==> config.mk <==
export PLATFORM = sky130hd
export DESIGN_NAME = npr_arbiter
export DESIGN_NICKNAME = d
export VERILOG_FILES = /design/src/rtl/npr_arbiter.sv
export SDC_FILE = /design/constraint.sdc
export NUM_CORES = 1
export LEC_CHECK = 0
export CAP_MARGIN = 10
export CORE_MARGIN = 2
export CORE_UTILIZATION = 49
export CTS_CLUSTER_SIZE = 14
export DETAILED_ROUTE_END_ITERATION = 12
export PLACE_DENSITY_LB_ADDON = 0.1
export SLEW_MARGIN = 0
export SYNTH_ARGS = -nofsm -noshare
export SYNTH_HDL_FRONTEND = slang
export SYNTH_SLANG_ARGS = --single-unit
==> constraint.sdc <==
create_clock -name clk -period 2.2 [get_ports clk]
set_clock_uncertainty 0.15 [all_clocks]
set_input_delay 0.44 -clock clk [delete_from_list [all_inputs] [get_ports clk]]
set_output_delay 0.44 -clock clk [all_outputs]
set_load 0.005 [all_outputs]
==> src/rtl/npr_arbiter.sv <==
`default_nettype none
// ============================================================================
// Module      : npr_arbiter
// Description : Round-robin arbiter sharing the single Unibus NPR (DMA)
//               master port among NREQ device requesters. Serialises level
//               requests onto one bus request/acknowledge pair, returns a
//               one-cycle acknowledge to the winner, steers the address/data
//               mux via grantIDX and forces a release when a granted device
//               keeps the bus longer than MAXHOLD cycles.
// Ports       : clk, rst      - clock, synchronous active-high reset
//               arbINIT       - synchronous clear, same effect as rst
//               devREQI[N]    - level NPR request per device
//               devACKO[N]    - one-cycle acknowledge to the winning device
//               busREQO       - NPR request to the UBA
//               busACKI       - UBA acknowledge (only honoured in BUSREQ)
//               grantVLD      - grant in progress (BUSREQ through HOLD)
//               grantIDX      - current / most recent winner, mux select
//               arbTMO        - one-cycle pulse on a watchdog release
// Revision    : 1.0 - initial release
// ============================================================================
module npr_arbiter #(
  parameter int          NREQ    = 4,
  parameter logic [11:0] MAXHOLD = 12'd1000
) (
  input  logic                    clk,
  input  logic                    rst,
  input  logic                    arbINIT,
  input  logic [NREQ-1:0]         devREQI,
  output logic [NREQ-1:0]         devACKO,
  output logic                    busREQO,
  input  logic                    busACKI,
  output logic                    grantVLD,
  output logic [$clog2(NREQ)-1:0] grantIDX,
  output logic                    arbTMO
);

  localparam int                IDX_W      = $clog2(NREQ);
  localparam logic [IDX_W-1:0]  c_LAST_RST = IDX_W'(NREQ - 1);
  localparam logic [IDX_W:0]    c_NREQ     = (IDX_W + 1)'(NREQ);
  localparam logic [NREQ-1:0]   c_ACK_ONE  = {{(NREQ - 1){1'b0}}, 1'b1};

  typedef enum logic [1:0] {
    IDLE    = 2'd0,
    BUSREQ  = 2'd1,
    HOLD    = 2'd2,
    RELEASE = 2'd3
  } state_t;

  state_t            state_q,     state_d;
  logic [IDX_W-1:0]  last_q,      last_d;
  logic [IDX_W-1:0]  grant_idx_q, grant_idx_d;
  logic [11:0]       cnt_q,       cnt_d;
  logic [NREQ-1:0]   dev_ack_q,   dev_ack_d;
  logic              bus_req_q,   bus_req_d;
  logic              grant_vld_q, grant_vld_d;
  logic              tmo_q,       tmo_d;

  // Round-robin winner search: first set request at last+1, last+2, ...
  // wrapping modulo NREQ. last+i never exceeds 2*NREQ-1, so one
  // conditional subtract is enough for the wrap even when NREQ is not a
  // power of two.
  logic              win_found;
  logic [IDX_W-1:0]  win_idx;
  logic [IDX_W:0]    scan_sum;

  always_comb begin
    win_found = 1'b0;
    win_idx   = '0;
    scan_sum  = '0;
    for (int i = 1; i <= NREQ; i++) begin
      scan_sum = {1'b0, last_q} + (IDX_W + 1)'(i);
      if (scan_sum >= c_NREQ) begin
        scan_sum = scan_sum - c_NREQ;
      end
      if (!win_found && devREQI[scan_sum[IDX_W-1:0]]) begin
        win_found = 1'b1;
        win_idx   = scan_sum[IDX_W-1:0];
      end
    end
  end

  always_ff @(posedge clk) begin
    if (rst || arbINIT) begin
      state_q     <= IDLE;
      last_q      <= c_LAST_RST;
      grant_idx_q <= '0;
      cnt_q       <= MAXHOLD;
      dev_ack_q   <= '0;
      bus_req_q   <= 1'b0;
      grant_vld_q <= 1'b0;
      tmo_q       <= 1'b0;
    end else begin
      state_q     <= state_d;
      last_q      <= last_d;
      grant_idx_q <= grant_idx_d;
      cnt_q       <= cnt_d;
      dev_ack_q   <= dev_ack_d;
      bus_req_q   <= bus_req_d;
      grant_vld_q <= grant_vld_d;
      tmo_q       <= tmo_d;
    end
  end

  always_comb begin
    state_d     = state_q;
    last_d      = last_q;
    grant_idx_d = grant_idx_q;
    cnt_d       = cnt_q;
    dev_ack_d   = '0;
    bus_req_d   = bus_req_q;
    grant_vld_d = grant_vld_q;
    tmo_d       = 1'b0;

    case (state_q)
      IDLE: begin
        if (win_found) begin
          grant_idx_d = win_idx;
          last_d      = win_idx;
          bus_req_d   = 1'b1;
          grant_vld_d = 1'b1;
          state_d     = BUSREQ;
        end
      end

      BUSREQ: begin
        // A device abandoning its request wins over a simultaneous bus ack,
        // so it is never acknowledged for a transfer it has given up on.
        if (!devREQI[grant_idx_q]) begin
          bus_req_d   = 1'b0;
          grant_vld_d = 1'b0;
          state_d     = RELEASE;
        end else if (busACKI) begin
          dev_ack_d   = c_ACK_ONE << grant_idx_q;
          cnt_d       = MAXHOLD;
          state_d     = HOLD;
        end
      end

      HOLD: begin
        if (!devREQI[grant_idx_q]) begin
          bus_req_d   = 1'b0;
          grant_vld_d = 1'b0;
          state_d     = RELEASE;
        end else if (cnt_q == 12'd0) begin
          tmo_d       = 1'b1;
          bus_req_d   = 1'b0;
          grant_vld_d = 1'b0;
          state_d     = RELEASE;
        end else begin
          cnt_d       = cnt_q - 12'd1;
        end
      end

      // One dead cycle so the UBA always sees busREQO low between grants.
      RELEASE: begin
        state_d = IDLE;
      end

      default: begin
        state_d = IDLE;
      end
    endcase
  end

  assign devACKO  = dev_ack_q;
  assign busREQO  = bus_req_q;
  assign grantVLD = grant_vld_q;
  assign grantIDX = grant_idx_q;
  assign arbTMO   = tmo_q;

endmodule
`default_nettype wire

==> run summary <==
H-tree depth: 1
gr usage total: 24.29%
Rows: 19
most frequent cells in the layout: buf_4, dfxtp_1, o21ai_0
async set-reset flop share out of synthesis: 0%
hold path endpoint: grantVLD
Worst Path Required: 2.32 ns
Seq cells post-synth: 24
Die X: 56.90 um
vias in the first global route: 1401
area of the multi-input gates: 873.3 um^2
Yosys warning count: 0
total of max-cap violations: 0
CTS Sinks: 24
syn_nets: 184
HP Class: reg2reg
Max Clk Rate: 0.4638 GHz
CTS Hold Bufs: 0
Die ar.: 3238 um^2
Worst-Margin Slew: 0.3763 ns
area of the mapped netlist: 1371 um^2
NumNets Final: 234
number of synthesized flops with an enable pin: 0
Post-synth top flop: dfxtp_1
post-synthesis sequential area ratio: 35.04%
hold path cells: 2
reg2reg start: cnt_q[4]
Tot Pwr: 939.5 uW
Synth-to-Final Area Change: 40.33%
outcome: finished clean
# port buffers: 16
fin util: 71.01%
DR WL/cell: 14.90 um
Final Cycle Share: 98.01%
Final TNS setup: 0 ns
Overflow after GRT: 0
Final Routed Wirelength: 3.711 mm
total number of vias: 1461
Syn Area/Cell: 8.114 um^2
Final Max Tran Viols: 0
R2R setup slack: 0.04 ns
initial drt markers: 68
dpl ws: -0.2971 ns
chip height: 56.90 um
DRC Markers: 0
Setup WS post-layout: 0.04387 ns
vias per cell: 5.867
area taken by flip-flops and latches: 483.0 um^2
clock-pin slew on the worst setup and hold paths: 0.14 ns
Setup crit start kind: flip-flop
FILL cells: 226
Max Buffers Root-to-Sink: 2
# setup viols final: 0
Crit. End Element: flip-flop
minimum clock period: 2.156 ns
I/O pins: 17
Pleak: 0.7912 nW
initial core utilization: 50.60%
Worst-Skew Late Latency: 0.31 ns
total CTS buffers: 3
ant diodes: 0
Critical Path AT: 2.27 ns
endpoints failing hold: 0
critical setup path kind: reg2reg
Root Buffer: clkbuf_4
RSZ-0062 raised after global routing: yes
DP HPWL: 2.855 mm
worst reg2reg endpoint: cnt_q[11]
Relative slew margins: 74.72%
Power Density: 488.2 nW/um^2
Hold Crit Start: grantVLD
CP max FO: 5
DR pass1 iterations: 5
Cells after Synth: 169
CTS tree: built
VDD IR-drop max: 438.8 uV
r2r worst-path depth: 4
global-route wire length before repair: 6.327 mm
layout cells sized above 1: 31.19%
largest net degree at the start of global routing: 14
commonest non-fill, non-tap cell in the layout: buf_4
core area: 2710 um^2
GPL Wtd Cong: 0.9626
initial antenna violation count: 0
Routed Antenna Nets: 0
Yosys cell types: 43
## state kept, by name, indices dropped and copies added (netlist names)
name,flops
arbTMO,1
last_q,2
cnt_q,12
grantIDX,2
state_q,2
devACKO,4
grantVLD,1
## metrics by stage
| step | cells | hold WS, ns | cell area, um^2 |
|---|---|---|---|
| 3_5_place_dp | 242 | 0.3261 | 1813 |
| 5_1_grt | 249 | 0.3853 | 1924 |
| 3_3_place_gp | 242 | 0.3202 | 1813 |
| 6_report | 249 | 0.3412 | 1924 |
| 4_1_cts | 249 | 0.3444 | 1894 |
| 2_1_floorplan | 169 | 0.2969 | 1395 |
## cell usage after synthesis (2+ instances only)
| library cell | number | share of area (%) |
|---|---|---|
| nand3_1 | 9 | 3.3 |
| a21oi_1 | 14 | 5.1 |
| nor3_1 | 7 | 2.6 |
| or3_2 | 2 | 1.1 |
| nand2_1 | 9 | 2.5 |
| o22ai_1 | 3 | 1.4 |
| nand2b_1 | 2 | 0.91 |
| o21ai_0 | 14 | 5.1 |
| or4b_2 | 2 | 1.5 |
| dfxtp_1 | 24 | 35 |
| buf_1 | 2 | 0.55 |
| o31ai_1 | 6 | 3.3 |
| clkbuf_1 | 3 | 0.82 |
| inv_1 | 11 | 3.0 |
| nor4_1 | 2 | 0.91 |
| nor2b_1 | 2 | 0.91 |
| nor2_1 | 14 | 3.8 |
| or4_1 | 4 | 2.2 |
| or3_1 | 3 | 1.4 |
| o41ai_1 | 2 | 1.3 |
| buf_2 | 2 | 0.73 |
| ha_1 | 7 | 6.4 |
| and4_2 | 3 | 2.2 |
| o221ai_1 | 2 | 1.3 |
| nand4_1 | 2 | 0.91 |
## kinds of logic (layout without fill, tap and decap cells)
| family | Yosys count | in the layout | synth area share (%) |
|---|---|---|---|
| buffers and inverters | 19 | 68 | 5.657 |
| muxes | 1 | 1 | 1.642 |
| AOI/OAI and AO/OA | 50 | 50 | 22.99 |
| adders and majority gates | 7 | 7 | 6.387 |
| and+or+nand+nor | 68 | 68 | 28.28 |
| DFF | 24 | 24 | 35.04 |
## power by group
group | total, mW | switching, mW | internal, mW
Sequential | 0.463 | 0.0152 | 0.448
Clock | 0.233 | 0.132 | 0.101
Combinational | 0.243 | 0.124 | 0.119
## worst max-delay path by stage
stage                    start   endpoint  slack (ns)  cells after the start
global route        state_q[0]   cnt_q[8]      -0.004                      8
floorplan           state_q[1]  cnt_q[11]      -0.006                      6
global placement    devREQI[1]   cnt_q[8]       -0.26                      6
finish                cnt_q[4]  cnt_q[11]        0.04                      4
detailed placement  devREQI[2]   cnt_q[8]       -0.30                      6
CTS                 devREQI[2]  cnt_q[10]       0.005                      7
## critical path: stages (launching register included)
cell and delay [ns]:
dfxtp_1 0.34, or4_4 0.58, or3_4 0.38, or4_4 0.52
a21oi_2 0.13
## layout make-up
class	instances	area share, %
inverters	11	2.146
well taps	31	2.016
multi-input cells	126	45.38
clock buffers	4	1.886
flip-flops and latches	24	25.10
repair buffers	53	23.47
## layer usage
layer / wire length [um] / track usage, %
met5: 0 / 0
met4: 51 / 8.638
met3: 146 / 2.304
met2: 1886 / 43.51
met1: 1626 / 30.10
## what timing repair did
item                                    4_1_cts  5_1_grt
pin swaps                                     3        4
gates resized for setup                       6       13
buffers inserted                              3        0
endpoints found under the setup margin       11        9
Power figures use the tool's default switching activity.
